File: config.mk
export PLATFORM = sky130hd
export DESIGN_NAME = exc_sched
export DESIGN_NICKNAME = d
export VERILOG_FILES = /design/src/rtl/cp0_pkg.sv /design/src/rtl/exc_prio_enc.sv /design/src/rtl/exc_sched.sv
export SDC_FILE = /design/constraint.sdc
export NUM_CORES = 1
export LEC_CHECK = 0
export BUFFER_PORTS_ARGS = -buffer_cell sky130_fd_sc_hd__buf_2
export CORE_ASPECT_RATIO = 1.25
export CORE_MARGIN = 3
export CORE_UTILIZATION = 35
export CTS_BUF_LIST = sky130_fd_sc_hd__clkbuf_4 sky130_fd_sc_hd__clkbuf_8 sky130_fd_sc_hd__clkbuf_16
export DETAILED_ROUTE_END_ITERATION = 7
export PLACE_DENSITY = 0.71
export SYNTH_ARGS = -nofsm -noshare
export SYNTH_HDL_FRONTEND = slang
export SYNTH_SLANG_ARGS = --single-unit
File: constraint.sdc
create_clock -name clk -period 2.72 [get_ports clk]
set_input_delay 0.272 -clock clk [delete_from_list [all_inputs] [get_ports clk]]
set_output_delay 0.272 -clock clk [all_outputs]
set_load 0.005 [all_outputs]
File: src/rtl/cp0_pkg.sv
// Shared CP0 definitions for the exception scheduler: exception codes,
// the exception vector and the scheduler FSM state type.
package cp0_pkg;

   localparam logic [4:0]  ExcCodeInt = 5'h00;
   localparam logic [4:0]  ExcCodeSys = 5'h08;
   localparam logic [4:0]  ExcCodeRi  = 5'h0A;
   localparam logic [4:0]  ExcCodeOv  = 5'h0C;

   localparam logic [31:0] ExcVector  = 32'hBFC0_0380;

   typedef enum logic [1:0] {
      StIdle,
      StCommit,
      StFlush
   } exc_state_e;

endpackage

File: src/rtl/exc_prio_enc.sv
// Fixed-priority selector for pending exception/eret requests:
// interrupt > overflow > reserved instruction > syscall > eret.
module exc_prio_enc
   import cp0_pkg::*;
(
   input  logic       int_hit_i,
   input  logic       ovf_i,
   input  logic       ri_i,
   input  logic       sys_i,
   input  logic       eret_i,
   output logic       valid_o,
   output logic       eret_o,
   output logic       exe_pc_o,
   output logic [4:0] code_o
);

   always_comb begin
      valid_o  = 1'b1;
      eret_o   = 1'b0;
      exe_pc_o = 1'b0;
      code_o   = 5'h00;
      if (int_hit_i) begin
         code_o = ExcCodeInt;
      end else if (ovf_i) begin
         code_o   = ExcCodeOv;
         exe_pc_o = 1'b1;
      end else if (ri_i) begin
         code_o = ExcCodeRi;
      end else if (sys_i) begin
         code_o = ExcCodeSys;
      end else if (eret_i) begin
         eret_o = 1'b1;
      end else begin
         valid_o = 1'b0;
      end
   end

endmodule

File: src/rtl/exc_sched.sv
// CP0 exception scheduler: IDLE -> COMMIT -> FLUSH sequencer driving CP0 writes,
// PC redirect and pipeline flushes. Interrupts enabled by macro EXC_SCHED_INT_EN.
module exc_sched
   import cp0_pkg::*;
(
   input  logic        clk,
   input  logic        reset,
   input  logic        exe_ovf,
   input  logic [31:0] exe_pc,
   input  logic        id_ri,
   input  logic        id_sys,
   input  logic        id_eret,
   input  logic [31:0] id_pc,
   input  logic [5:0]  int_req,
   input  logic [31:0] status_in,
   input  logic [31:0] epc_in,
   output logic        we_epc,
   output logic        we_cause,
   output logic        we_status,
   output logic [31:0] epc_wdata,
   output logic [4:0]  exc_code,
   output logic [31:0] status_wdata,
   output logic        redirect,
   output logic [31:0] redirect_pc,
   output logic        if_flush,
   output logic        id_flush,
   output logic        exe_flush,
   output logic        busy,
   output logic [7:0]  exc_cnt
);

   exc_state_e  state_q, state_d;
   logic [4:0]  code_q, code_d;
   logic [31:0] epc_q, epc_d;
   logic        eret_q, eret_d;
   logic        exl_q, exl_d;
   logic [7:0]  cnt_q, cnt_d;

   logic        int_hit;
   logic        sel_valid, sel_eret, sel_exe_pc;
   logic [4:0]  sel_code;

`ifdef EXC_SCHED_INT_EN
   assign int_hit = status_in[0] & ~status_in[1] & (|(int_req & status_in[15:10]));
`else
   logic unused_int_req;
   assign unused_int_req = ^int_req;
   assign int_hit        = 1'b0;
`endif

   exc_prio_enc u_prio (
      .int_hit_i (int_hit),
      .ovf_i     (exe_ovf),
      .ri_i      (id_ri),
      .sys_i     (id_sys),
      .eret_i    (id_eret),
      .valid_o   (sel_valid),
      .eret_o    (sel_eret),
      .exe_pc_o  (sel_exe_pc),
      .code_o    (sel_code)
   );

   always_ff @(posedge clk) begin
      if (!reset) begin
         state_q <= StIdle;
         code_q  <= 5'h00;
         epc_q   <= 32'h0;
         eret_q  <= 1'b0;
         exl_q   <= 1'b0;
         cnt_q   <= 8'h00;
      end else begin
         state_q <= state_d;
         code_q  <= code_d;
         epc_q   <= epc_d;
         eret_q  <= eret_d;
         exl_q   <= exl_d;
         cnt_q   <= cnt_d;
      end
   end

   always_comb begin
      state_d = state_q;
      code_d  = code_q;
      epc_d   = epc_q;
      eret_d  = eret_q;
      exl_d   = exl_q;
      cnt_d   = cnt_q;
      unique case (state_q)
         StIdle: begin
            if (sel_valid) begin
               state_d = StCommit;
               code_d  = sel_code;
               eret_d  = sel_eret;
               exl_d   = status_in[1];
               // eret reuses the EPC latch to hold its return target
               epc_d   = sel_eret ? epc_in : (sel_exe_pc ? exe_pc : id_pc);
            end
         end
         StCommit: begin
            state_d = StFlush;
            if (!eret_q) cnt_d = cnt_q + 8'd1;
         end
         StFlush:  state_d = StIdle;
         default:  state_d = StIdle;
      endcase
   end

   // Outputs are forced to zero while reset is asserted so no strobe leaks on that cycle.
   always_comb begin
      we_epc       = 1'b0;
      we_cause     = 1'b0;
      we_status    = 1'b0;
      epc_wdata    = 32'h0;
      exc_code     = 5'h00;
      status_wdata = 32'h0;
      redirect     = 1'b0;
      redirect_pc  = 32'h0;
      if_flush     = 1'b0;
      id_flush     = 1'b0;
      exe_flush    = 1'b0;
      busy         = 1'b0;
      exc_cnt      = 8'h00;
      if (reset) begin
         exc_cnt = cnt_q;
         if (state_q == StCommit) begin
            busy      = 1'b1;
            we_status = 1'b1;
            if (eret_q) begin
               status_wdata = status_in & 32'hFFFF_FFFD;
            end else begin
               status_wdata = status_in | 32'h0000_0002;
               we_cause     = 1'b1;
               exc_code     = code_q;
               if (!exl_q) begin
                  we_epc    = 1'b1;
                  epc_wdata = epc_q;
               end
            end
         end else if (state_q == StFlush) begin
            busy        = 1'b1;
            redirect    = 1'b1;
            redirect_pc = eret_q ? epc_q : ExcVector;
            if_flush    = 1'b1;
            id_flush    = 1'b1;
            exe_flush   = ~eret_q;
         end
      end
   end

endmodule

# Word-level counts from Yosys, hierarchy flattened
# Index checks and enable logic that the tools add are counted.
# word_totals
register_bits	49
inputBits	140
output_inout_bits	117
wordCells	61
# op_classes
addsub	1
eq_ne	3
n_mux	47
bitwise_logic	1
n_reduce_logical	3
# op_table
cell	n
$mux 32	12
$mux 1	25
$mux 5	5
$add 8x1->8 const B	1
$mux 8	1
$mux 2	2
$mux 4	1
$pmux 2 s2	1
$reduce_and 2->1	2
$eq 2x1->1 const B	1
$eq 2x2->1 const B	1
$logic_not 2->1	1
$ne 2x2->1 const B	1
$not 1->1	1

# Depth between registers and ports, before layout
# logic_depth
ltp_word	6
depth_mapped	8
mapped_depth_nobuf	5

# Cells and area by module
# Synthesis repeated with hierarchy kept, for this count alone.
# unflattened
cells_unflattened	461
area_unflattened_um2	3592.2
# by_module_without_submodules
module	n_inst	cells_per_inst	area_each_um2	seq_area_each_um2
exc_sched	1	450	3515.9	980.9
exc_prio_enc	1	11	76.3	0.0

# Worst setup path before layout
# OpenSTA, ideal clock, no wires.
# synth_timing
path_kind	register to output
from	reg state_q[1]
to	out redirect_pc[0]
arrival_ns	1.266
required_time_ns	2.448
setup_slack_ns	1.182
path_stages_with_launch	7
n_path_buf	1
cell_sequence	dfxtp_1 > inv_1 > ha_1 > nand3b_1 > nor2_1 > clkbuf_1 > and2_1
# synth_via
elab_chain_cells	4
word_cells_on_any_way	5
cone_classes	eq/ne: 2; mux: 3
# synth_rtl
element	line_no	source
start: declaration	exc_sched.sv:32	exc_state_e state_q, state_d;
start signal: assignment	exc_sched.sv:65	state_q <= StIdle;
start signal: assignment	exc_sched.sv:72	state_q <= state_d;
$eq 2x2->1	exc_sched.sv:139	end else if (state_q == StFlush) begin
$mux 32	exc_sched.sv:139	
$mux 32 *	exc_sched.sv:125	if (state_q == StCommit) begin
$mux 32 *	exc_sched.sv:123	if (reset) begin
end: declaration	exc_sched.sv:24	output logic [31:0] redirect_pc,
# Every way passes the cells marked *; elsewhere a longest branch is shown, timed or not.

# Worst setup path in the final report
# layout_timing
from	reg state_q[1]
to	out epc_wdata[16]
# layout_via
elab_chain_cells	3
# layout_rtl
element	line_no	source
$eq 2x1->1	exc_sched.sv:125	
$mux 32	exc_sched.sv:125	
$mux 32	exc_sched.sv:123	
end: declaration	exc_sched.sv:20	output logic [31:0] epc_wdata,
# No other way between the ends.

==> flow_results.org <==
** Timing
- Slew @ Worst Pin :: 0.645 ns
- In the final timing run, aggregate negative setup slack is 0 ns.
- Setup-failing EPs final :: 0
- Worst slew margin :: 55.9%
- Setup repair after global routing missed its margin :: false
- The worst path uses 81.5% of the clock period.
- Final critical-path required period :: 2.22 ns
- Final Skew :: 0.00561 ns
- The count of final hold-check violations is 0.
- Final number of max-transition violations :: 0
- Maximum achievable frequency :: 0.451 GHz

** CTS
- Buffers added to address setup during post-CTS repair amount to 0.
- The clock tree synthesis step divided the H-tree into 2 levels.
- After clock tree synthesis, the flow added hold-fix buffers numbering 0.
- The tree is rooted in a clkbuf_16.
- CTS clock-pin slew for the worst setup and hold paths :: 0.07 ns
- CTS sink cnt :: 47
- In this run, CTS created clock tree buffers numbering 5.
- Clk buf depth :: 2
- Clock latency on the worst-skew pair, taken at its later pin, is 0.29 ns.
- Post-CTS Resized :: 0
- TritonCTS clock tree :: yes

** Synthesis
- Register bit total from synthesis :: 47
- Register area share after synthesis :: 26.8%
- In this run the biggest area consumer among cell types represents 26.8% of the synthesized area.
- Synth Instances :: 443
- The biggest area contributor in the post-synthesis netlist is dfxtp_1.
- The netlist uses 39 different library cells.
- Netlist area before placement :: 3510 um2
- A synthesized cell averages 7.93 um2.
- Fraction of registers with async set or reset after synthesis :: 0%
- Among all flip-flop cells after synthesis, the most frequent one is dfxtp_1.
- After synthesis, the cell types taking the most area are dfxtp_1 27%, o41ai_2 12%, and2_1 9.4%.
- The Yosys step of the flow raised 0 warnings.
- Yosys mapped a number of flops with a built-in enable equal to 0.

** Place
- Number of buffers added on ports :: 248
- HPWL reported at the end of detailed placement :: 9850 um
- At the end of routability-driven placement, the weighted congestion stood at 0.762.

** Min path
- Kind of path behind the tightest hold check :: in2reg

** Pwr
- Summed over all cells, the static leakage comes to 0.00270 uW.
- Maximum VDD drop :: 0.208 mV
- Power per Cell Area :: 406 nW/um2
- The design draws 2000 uW.

** Run status
- The flow ran to the end, and the final reports show no timing, DRC or antenna violations.

** Worst setup path
- The worst setup path is captured at an output pin.
- The critical path starts at state_q[1].
- Data on the critical path arrives at its endpoint at 1.94 ns.
- Of all nets on the critical path, the largest fanout is 21.
- R2R depth :: 6
- Type of the setup path with the least slack :: reg2out
- Nature of the critical path startpoint :: flip-flop
- Critical path data required time :: 2.45 ns
- The worst register-to-register path ends at cnt_q[7].
- In this run the critical register-to-register path is launched from state_q[1].
- Setup slack on the worst reg-to-reg path comes out at 0.82 ns.
- Timing endpoint of the critical path :: epc_wdata[16]

** Detailed routing
- Dividing the detail-routed via count by the number of cells gives 5.22.
- After the first detailed-routing iteration, the DRC count stood at 131.
- Length of the first detailed-routing pass in iterations :: 4
- After detailed routing, the met3 layer carries 1020 um of wire.
- For this block, wires on met1 add up to 4810 um.
- In the final routed layout, each cell accounts on average for 16.1 um.
- Count of unresolved DRC violations after routing :: 0
- In this run the remaining antenna-violating nets after routing total 0.
- Highest metal layer with signal wires :: met5
- For this block, the routed nets add up to 12700 um of wire.
- Met2 WL post-DR :: 6650 um
- Total number of vias :: 4127

** Die
- The total area inside the core boundary comes to 9710 um2.
- The die is 118 um tall.
- Standard-cell rows :: 40
- Initial core utilization :: 36.2%
- Floorplan die area :: 11300 um2
- Top Ports :: 257
- Horizontal die dimension :: 95.6 um

** Layout
- Fraction of final layout cells sized beyond drive strength 1 :: 46.2%
- The final layout contains 808 nets.
- The area growth from synthesis to layout is 40.6%.

** Global routing
- For this run the aggregate overflow at the end of global routing stands at 0.
- The via count of the first global-routing pass was 4170.
- Maximum number of pins on one net before global-route repair :: 68
- The first global-routing pass estimated 19700 um of wire.
- Total routing resource utilization after global routing :: 21.7%
- The initial antenna violation count was 1.

** Job
- Max-cap violations in this run came to 0.
## cells by family (layout without fill, tap and decap cells)
kind of cell             after synthesis  after routing  share of synthesized area (%)
other                                  1              3                          0.107
flip-flops                            47             47                           26.8
multiplexers                          13             13                           3.96
XOR/XNOR                               2              2                          0.499
adder cells (fa/ha/maj)                5              5                           1.78
AO/OA/AOI/OAI                         63             63                           18.5
buffers and inverters                 69            289                           9.44
AND/OR/NAND/NOR                      243            243                           39.0
## final cells by class
| type | instances | area (um2) |
|---|---|---|
| clock buffer | 5 | 125 |
| clock inverter | 3 | 20.0 |
| sequential | 47 | 941 |
| fill | 959 | 4770 |
| multi-input combinational | 328 | 2260 |
| antenna | 1 | 2.50 |
| timing repair buffer | 262 | 1360 |
| inverter | 19 | 71.3 |
| tap | 126 | 158 |
## report_power, final
part           leakage [uW]  switching (uW)  internal [uW]
clock network     0.0000658             274            339
registers          0.000387            53.2            757
logic               0.00225             320            259
total               0.00270             647           1350
## sequential cells by signal, indices dropped and copies added, names as in the netlist
signal   flops
epc_q       32
eret_q       1
state_q      2
cnt_q        8
code_q       3
exl_q        1
## layer usage
layer / vias up / track usage, %
met5: - / 0
met4: 2 / 5.43
met3: 18 / 4.28
met2: 203 / 41.3
met1: 1916 / 23.8
li1: 1988 / -
## critical path, cell delays in order, from the launching register on
cell     delay, ns
dfxtp_1       0.33
inv_1         0.10
ha_1          0.15
nand2_1       0.30
nor3_2        0.24
buf_4         0.27
and2_1        0.16
buf_2         0.11
## worst min-delay path by stage
stage,from,endpoint,slack (ns),depth (start not counted)
after floorplan,status_in[1],exl_q,0.42,2
after global placement,code_q[2],code_q[2],0.44,2
after detailed placement,code_q[2],code_q[2],0.45,2
after CTS,epc_in[18],epc_q[18],0.27,3
after global routing,epc_in[18],epc_q[18],0.28,3
final,epc_in[30],epc_q[30],0.26,3
## cell usage after synthesis, types with 2 or more instances
master	n
a21oi_1	21
and2_1	53
and3_1	32
buf_1	4
buf_2	13
buf_4	5
buf_6	5
clkbuf_1	23
dfxtp_1	47
ha_1	5
inv_1	19
mux2_2	6
mux2i_1	6
nand2_1	8
nand3_1	31
nand3b_1	4
nor2_1	35
nor2b_1	28
nor3_1	31
nor4_1	13
o21ai_0	3
o21ai_1	2
o2bb2ai_1	5
o41ai_1	2
o41ai_2	26
or3_1	3
## through the flow
step / worst slack (ns) / area [um2] / hold WS, ns / cells / utilization (%)
5_1_grt: 0.293 / 4930 / 0.281 / 790 / 50.8
3_5_place_dp: 0.646 / 4790 / 0.454 / 782 / 49.3
2_1_floorplan: 1.18 / 3510 / 0.420 / 444 / -
4_1_cts: 0.438 / 4930 / 0.267 / 790 / 50.8
3_3_place_gp: 0.699 / 4790 / 0.438 / 782 / 49.3
6_report: 0.504 / 4930 / 0.264 / 791 / 50.8
## cells in the final DEF (no fill, tap or decap), types with 2 or more instances in the layout
master and n:
a21oi_1 21, and2_1 53, and3_1 32, buf_2 248, buf_4 13, clkbuf_16 5
clkinvlp_4 2, conb_1 2, dfxtp_1 47, ha_1 5, inv_1 19, mux2_2 6
mux2i_1 6, nand2_1 8, nand3_1 31, nand3b_1 4, nor2_1 35, nor2b_1 28
nor3_1 30, nor4_1 13, o21ai_0 3, o21ai_1 2, o2bb2ai_1 5, o41ai_1 2
o41ai_2 25, or3_1 3
Note: power is estimated with default switching activity, not from simulation.
